## config.mk

```make
export PLATFORM = sky130hd
export DESIGN_NAME = uart_rx_deser_multi
export DESIGN_NICKNAME = d
export VERILOG_FILES = /design/src/rtl/uart_rx_deser_multi.sv
export SDC_FILE = /design/constraint.sdc
export NUM_CORES = 1
export LEC_CHECK = 0
export CAP_MARGIN = 20
export CORE_MARGIN = 3
export CORE_UTILIZATION = 50
export CTS_CLUSTER_DIAMETER = 50
export CTS_CLUSTER_SIZE = 40
export DETAILED_ROUTE_END_ITERATION = 16
export PLACE_DENSITY = 0.81
export SLEW_MARGIN = 10
export SYNTH_ARGS = -nofsm -noshare
export SYNTH_HDL_FRONTEND = slang
export SYNTH_SLANG_ARGS = --single-unit
export TNS_END_PERCENT = 5
```

## constraint.sdc

```tcl
create_clock -name i_clk -period 4.7 [get_ports i_clk]
set_input_delay 0.47 -clock i_clk [delete_from_list [all_inputs] [get_ports i_clk]]
set_output_delay 0.47 -clock i_clk [all_outputs]
set_load 0.05 [all_outputs]
```

## src/rtl/uart_rx_deser_multi.sv

```systemverilog
// UART RX deserializer: centre-samples rx_in, assembles 5..DATA_WIDTH bits LSB- or MSB-first.
// Optional 3-sample majority voting with noise flag when UART_RX_MAJORITY_EN is defined.
module uart_rx_deser_multi #(
  parameter int unsigned DATA_WIDTH     = 9,
  parameter int unsigned PRESCALE_WIDTH = 6,
  parameter int unsigned LEN_WIDTH      = 4
) (
  input  logic                      i_clk,
  input  logic                      i_reset,
  input  logic                      i_deser_en,
  input  logic                      i_rx_in,
  input  logic [PRESCALE_WIDTH-1:0] i_prescale,
  input  logic [PRESCALE_WIDTH-1:0] i_edge_cnt,
  input  logic [LEN_WIDTH-1:0]      i_data_len,
  input  logic                      i_msb_first,
  output logic [DATA_WIDTH-1:0]     o_p_data,
  output logic                      o_data_valid,
  output logic                      o_busy,
  output logic                      o_noise_err
);

  localparam int unsigned MIN_LEN = 5;

  typedef enum logic [1:0] {S_IDLE, S_SHIFT, S_DONE} state_t;

  state_t                    r_state;
  logic [DATA_WIDTH-1:0]     r_sreg;
  logic [LEN_WIDTH-1:0]      r_bit_cnt;
  logic [LEN_WIDTH-1:0]      r_len;
  logic                      r_msb;
  logic                      r_noise;
  logic [DATA_WIDTH-1:0]     r_p_data;
  logic                      r_data_valid;
  logic                      r_busy;
  logic                      r_noise_err;

  logic [PRESCALE_WIDTH-1:0] w_mid;
  logic                      w_commit;
  logic                      w_bit;
  logic                      w_dis;
  logic [LEN_WIDTH-1:0]      w_len_clamp;
  logic [DATA_WIDTH-1:0]     w_sreg_next;
  logic [DATA_WIDTH-1:0]     w_mask;

  assign w_mid = i_prescale >> 1;

`ifdef UART_RX_MAJORITY_EN
  // Early samples at mid-1 and mid; the vote commits with the live sample at mid+1.
  logic r_s_lo;
  logic r_s_mid;

  always_ff @(posedge i_clk or posedge i_reset) begin
    if (i_reset) begin
      r_s_lo  <= 1'b0;
      r_s_mid <= 1'b0;
    end else begin
      if (i_edge_cnt == PRESCALE_WIDTH'(w_mid - PRESCALE_WIDTH'(1))) r_s_lo <= i_rx_in;
      if (i_edge_cnt == w_mid) r_s_mid <= i_rx_in;
    end
  end

  assign w_commit = (i_edge_cnt == PRESCALE_WIDTH'(w_mid + PRESCALE_WIDTH'(1)));
  assign w_bit    = (r_s_lo & r_s_mid) | (r_s_lo & i_rx_in) | (r_s_mid & i_rx_in);
  assign w_dis    = !((r_s_lo == r_s_mid) && (r_s_mid == i_rx_in));
`else
  assign w_commit = (i_edge_cnt == w_mid);
  assign w_bit    = i_rx_in;
  assign w_dis    = 1'b0;
`endif

  always_comb begin
    w_len_clamp = i_data_len;
    if (i_data_len < LEN_WIDTH'(MIN_LEN))         w_len_clamp = LEN_WIDTH'(MIN_LEN);
    else if (i_data_len > LEN_WIDTH'(DATA_WIDTH)) w_len_clamp = LEN_WIDTH'(DATA_WIDTH);
  end

  // Both orders leave the word right-aligned in the low len bits.
  always_comb begin
    w_sreg_next = r_sreg;
    if (r_msb) w_sreg_next = {r_sreg[DATA_WIDTH-2:0], w_bit};
    else       w_sreg_next[r_bit_cnt] = w_bit;
  end

  always_comb begin
    w_mask = '0;
    for (int i = 0; i < int'(DATA_WIDTH); i++) w_mask[i] = (LEN_WIDTH'(i) < r_len);
  end

  always_ff @(posedge i_clk or posedge i_reset) begin
    if (i_reset) begin
      r_state      <= S_IDLE;
      r_sreg       <= '0;
      r_bit_cnt    <= '0;
      r_len        <= LEN_WIDTH'(MIN_LEN);
      r_msb        <= 1'b0;
      r_noise      <= 1'b0;
      r_p_data     <= '0;
      r_data_valid <= 1'b0;
      r_busy       <= 1'b0;
      r_noise_err  <= 1'b0;
    end else begin
      r_data_valid <= 1'b0;
      case (r_state)
        S_IDLE: begin
          if (i_deser_en) begin
            r_state   <= S_SHIFT;
            r_len     <= w_len_clamp;
            r_msb     <= i_msb_first;
            r_sreg    <= '0;
            r_bit_cnt <= '0;
            r_noise   <= 1'b0;
            r_busy    <= 1'b1;
          end
        end
        S_SHIFT: begin
          // Abort has priority over a coincident sample.
          if (!i_deser_en) begin
            r_state <= S_IDLE;
            r_busy  <= 1'b0;
          end else if (w_commit) begin
            r_sreg    <= w_sreg_next;
            r_bit_cnt <= r_bit_cnt + LEN_WIDTH'(1);
            r_noise   <= r_noise | w_dis;
            if (r_bit_cnt == r_len - LEN_WIDTH'(1)) begin
              r_p_data     <= w_sreg_next & w_mask;
              r_data_valid <= 1'b1;
              r_noise_err  <= r_noise | w_dis;
              r_state      <= S_DONE;
              r_busy       <= 1'b0;
            end
          end
        end
        S_DONE: begin
          if (!i_deser_en) r_state <= S_IDLE;
        end
        default: begin
          r_state <= S_IDLE;
          r_busy  <= 1'b0;
        end
      endcase
    end
  end

  assign o_p_data     = r_p_data;
  assign o_data_valid = r_data_valid;
  assign o_busy       = r_busy;
  assign o_noise_err  = r_noise_err;

endmodule

```

# Yosys cells after proc, flatten, opt, wreduce, memory -nomap -nowiden

Cells that the tools add are included.

Add/subtract/negate cells: 2
Magnitude comparators: 13
Equality and inequality tests: 10
Multiplexer cells: 29
Bitwise operators: 2
Reductions and logical operators: 8

Operators by type and width:

| kind                  | count |
|---|---|
| $mux W9               | 4 |
| $mux W4               | 5 |
| $pmux W9 S2           | 1 |
| $lt A3 B4 Y1 const A  | 4 |
| $reduce_and A4 Y1     | 4 |
| $mux W2               | 5 |
| $and A9 B9 Y9         | 1 |
| $bwmux W9             | 1 |
| $mux W1               | 9 |
| $lt A1 B4 Y1 const A  | 2 |
| $lt A2 B4 Y1 const A  | 2 |
| $ne A2 B2 Y1 const B  | 4 |
| $pmux W4 S2           | 1 |
| $eq A6 B5 Y1          | 1 |
| $ne A3 B3 Y1 const B  | 2 |
| $pmux W2 S3           | 1 |
| $lt A4 B5 Y1 const B  | 1 |
| $add A4 B1 Y4 const B | 1 |
| $demux W1 S4          | 1 |
| $eq A4 B4 Y1          | 1 |
| $ge A4 B1 Y1 const B  | 1 |
| $gt A4 B4 Y1 const B  | 1 |
| $lt A4 B3 Y1 const B  | 1 |
| $lt A4 B4 Y1 const A  | 1 |
| 9 further kinds       | 9 |

Register bits after elaboration: 31
Output and inout port bits: 12
Word-level logic and storage cells: 72

# Logic depth before layout (Yosys ltp)

Depth in word-level cells: 9
Mapped depth: 8
Depth with buffers taken out: 7

# Worst setup path after synthesis

OpenSTA, ideal clock, no wires.

Kind: reg2reg
Start point: reg r_len[0]
End point: reg r_p_data[0] (netlist: o_p_data[0])
Library setup time: 0.125 ns
Data arrival time: 2.308 ns
Slack: 2.267 ns
Cell stages (with the launch flop): 9
Path buffers: 1
Period minus slack after synthesis: 2.433 ns
Cells stage by stage: dfstp_2 -> inv_1 -> ha_1 -> xnor2_1 -> xnor2_1 -> or4_4 -> or3_1 -> buf_6 -> mux2_4

Cells in the longest elaborated chain, start to end: 3

Ends and longest elaborated chain:

| item                               | RTL line | RTL |
|---|---|---|
| start: declaration                 | 29       | `logic [LEN_WIDTH-1:0] r_len;` |
| start signal: assignment           | 94       | `r_len <= LEN_WIDTH'(MIN_LEN);` |
| start signal: assignment           | 107      | `r_len <= w_len_clamp;` |
| $sub A4 B1 Y4                      | 124      | `if (r_bit_cnt == r_len - LEN_WIDTH'(1)) begin` |
| $eq A4 B4 Y1                       | 124      |  |
| $reduce_and A4 Y1 (no source line) | --       |  |
| end signal: assignment             | 125      | `r_p_data <= w_sreg_next & w_mask;` |
| end: declaration                   | 32       | `logic [DATA_WIDTH-1:0] r_p_data;` |

Several ways; a longest one is shown, not always the timed one.
A chain may end at the register's enable or synchronous reset.

# Final worst setup path

Ends and elaborated chain as after synthesis.

==> results by group <==
STA
  – Slew Limit Fails: 0
  – Final worst path period share: 59.6%
  – Clock Skews: approximately 0.0098 ns
  – PnR worst setup slack: 1.90 ns
  – RSZ-0062 raised after global routing: false
  – Crit path time final: 2.80 ns
  – Max frequency: about 0.36 GHz
  – Slew margin rel.: between 50% and 60%
  – # setup viols final: 0
  – Final hold violations: 0
  – Final setup TNS: 0 ns
  – Worst-Margin Slew: between 0.7 and 0.8 ns

Worst setup path
  – R2R Path Start: r_len[0]
  – Crit path to: o_p_data[0]
  – Startpoint class of the critical path: register
  – Top delay family on crit path: simple AND/OR/NAND/NOR gates
  – Crit path launch: r_len[0]
  – CP dominant cell by count: xnor2_1
  – CP max-delay cell: dfstp_2
  – CP Cell Sequence: inv_1 -> ha_1 -> xnor2_1 -> xnor2_1 -> or4_4 -> or3_1 -> mux2_4
  – Reg-to-reg slack, setup: 1.90 ns
  – Largest stage delay on the critical path: 0.60 ns
  – Worst path depth: 7
  – Crit end category: register
  – Critical Path AT: 2.96 ns
  – Largest fanout on the critical path: 10
  – CP Class: reg2reg
  – Worst r2r path cells: 7
  – RR Endpoint: o_p_data[0]
  – CP required: 4.86 ns
  – Buf/Inv on CP: 1

Yosys
  – Post-Syn Instances: 189
  – Post-synth ARST share: 100%
  – Post-synth EDFFs: 0
  – Top FF cell, synth: dfrtp_1
  – Yosys top cell area share: 38.4%
  – Mapped Avg Cell Area: about 10 µm²
  – Synthesized Nets: 217
  – Ys Warns: 0
  – Library cells used by synthesis: 39
  – Mapped Area: 1890 µm²
  – FF+latch count, synth: 31
  – Top cells by area, synth: dfrtp_1, mux2_2, mux2_4
  – Area leader, netlist: dfrtp_1
  – Post-synthesis sequential area ratio: 41.2%

Die
  – Starting Density: 54.1%
  – Die area: 4550 µm²
  – Die W: about 67 µm
  – Number of top-level pins: 33
  – Chip Height: 67.5 µm
  – Core area: 3490 µm²
  – Core Rows: 21

Power and ir drop
  – Sw frac: about a quarter
  – Leakage: 1.06 nW
  – Pint: 0.000507 W
  – Total power: 0.000692 W
  – Psw: 0.000185 W
  – Seq pwr share: 43.3%
  – Pwr Density: about 300 nW/µm²
  – Clock network power share: 39.1%
  – VDD IR max: 0.216 mV
  – Logic pwr share: roughly 18%

Cells and area
  – Layout area overhead: 22.1%
  – Fin area: 2310 µm²
  – Commonest non-fill, non-tap cells in the layout: clkdlybuf4s50_1, dfrtp_1, nor2_1
  – Share of layout cells above drive strength 1: 14.7%
  – Commonest non-fill, non-tap cell in the layout: clkdlybuf4s50_1
  – N_diodes: 0
  – Layout Cells excl Fill: ~260
  – Final nets: between 200 and 250

Route
  – Post-Route WL: 3820 µm
  – Post-DRT Antenna Nets: 0
  – Routed WL per cell: 14.5 µm
  – Drt first pass iters: 4
  – DRC: 0
  – Initial DRC count: 57
  – Via Count: ~1,400
  – Post-DR vias/cell: roughly 5.5

Clock network
  – Post-CTS Resized: 0
  – Clk sinks: 31
  – Clk_lat worst skew: ~0.28 ns
  – H-tree lvl count: 2
  – CTS tree: built
  – # hold bufs at CTS: 0
  – Inserted Clock Buffers: 5
  – Post-CTS setup buffer count: 0
  – Root Buffer: clkbuf_8
  – Worst-path clk slew: 0.07 ns
  – Maximum clock path buffer count: 2

Placed design
  – HPWL after DPL: 2810 µm
  – Placed cells: roughly 260
  – DP Area: 2190 µm²
  – Port buffer count: 30
  – Gp weighted congestion: 0.789
  – Placement Setup Slack: 1.79 ns

GRT
  – First-pass GRT wire length: 6430 µm
  – Number of global-route vias before repair: 1,357
  – Largest net degree at the start of global routing: 32
  – Total GRT Usage: 18.9%
  – Initial antenna violation count: 0
  – Remaining global-route overflow: 0

Hold path
  – Hold Path Class: reg2reg
  – Critical hold path startpoint: o_p_data[8]

Run
  – Number of max-cap violations: 0

Run status
  – Outcome: finished, final reports clean
-- cell type report --
class                           instances  area [µm²]
Clock buffer                            6        82.6
Clock inverter                          2        35.0
Fill cell                             294        1190
Inverter                               11        41.3
Multi-Input combinational cell        137        1000
Sequential cell                        31         778
Tap cell                               46        57.6
Timing Repair Buffer                   31         308
-- routing by layer --
| metal | GRT usage (%) | up-vias | part of all wire (%) |
|---|---|---|---|
| li1 | - | 706 | - |
| met1 | 24.3 | 688 | 45 |
| met2 | 30.4 | 41 | 50 |
| met3 | 5.66 | 6 | 4.4 |
| met4 | 6.08 | 0 | 1.2 |
| met5 | 0 | - | 0 |
-- sequential cells by signal (all words and copies together), names as in the netlist --
signal and count:
o_busy 1, r_state 2, r_msb 1, o_p_data 9, r_sreg 9, r_len 4, o_data_valid 1, r_bit_cnt 4
-- through the flow --
| step | hold WS, ns | utilization, % |
|---|---|---|
| 2_1_floorplan | 0.467 | - |
| 3_3_place_gp | 0.487 | 62.7 |
| 3_5_place_dp | 0.494 | 62.7 |
| 4_1_cts | 0.514 | 66.0 |
| 5_1_grt | 0.528 | 66.0 |
| 6_report | 0.509 | 66.0 |
-- kinds of logic after synthesis --
logic type	count (synthesis)	share of synthesized area, %
AOI/OAI and AO/OA	33	12.1
other	1	0.198
xor gates and xnor gates	11	5.50
buffers and inverters	21	5.63
adders and majority gates	7	4.64
DFF	31	41.2
muxes	20	13.1
and+or+nand+nor	65	17.7
-- synth_stat cells (2+ instances only) --
master / n
a21oi_1: 8
a22o_1: 9
mux2i_1: 3
nor2b_1: 7
nand3_1: 2
a311oi_1: 2
nor2_1: 18
nand3b_1: 6
ha_1: 7
inv_1: 11
o22ai_1: 2
nand2b_1: 2
clkbuf_1: 5
dfrtp_1: 29
nand2_1: 15
mux2_2: 10
xor2_1: 5
o21ai_0: 5
xnor2_1: 5
nor3_1: 9
buf_6: 3
a21boi_0: 2
dfstp_2: 2
mux2_4: 7
-- power groups by stage --
stage	Clock, W	Combinational, W	Sequential, W
6_report	0.000271	0.000122	0.000300
3_5_place_dp	0	0.000122	0.000305
4_1_cts	0.000275	0.000123	0.000299
2_1_floorplan	0	0.0000819	0.000306
5_1_grt	0.000287	0.000135	0.000302
3_3_place_gp	0	0.000119	0.000303
-- how the worst min path moves through the flow --
stage | end | slack (ns) | depth (start not counted)
6_report | o_p_data[8] | 0.51 | 1
3_5_place_dp | o_p_data[8] | 0.49 | 1
3_3_place_gp | r_sreg[8] | 0.49 | 1
4_1_cts | o_p_data[8] | 0.51 | 1
2_1_floorplan | r_sreg[8] | 0.47 | 1
5_1_grt | o_p_data[8] | 0.53 | 1
Note: power is estimated with default switching activity, not from simulation.
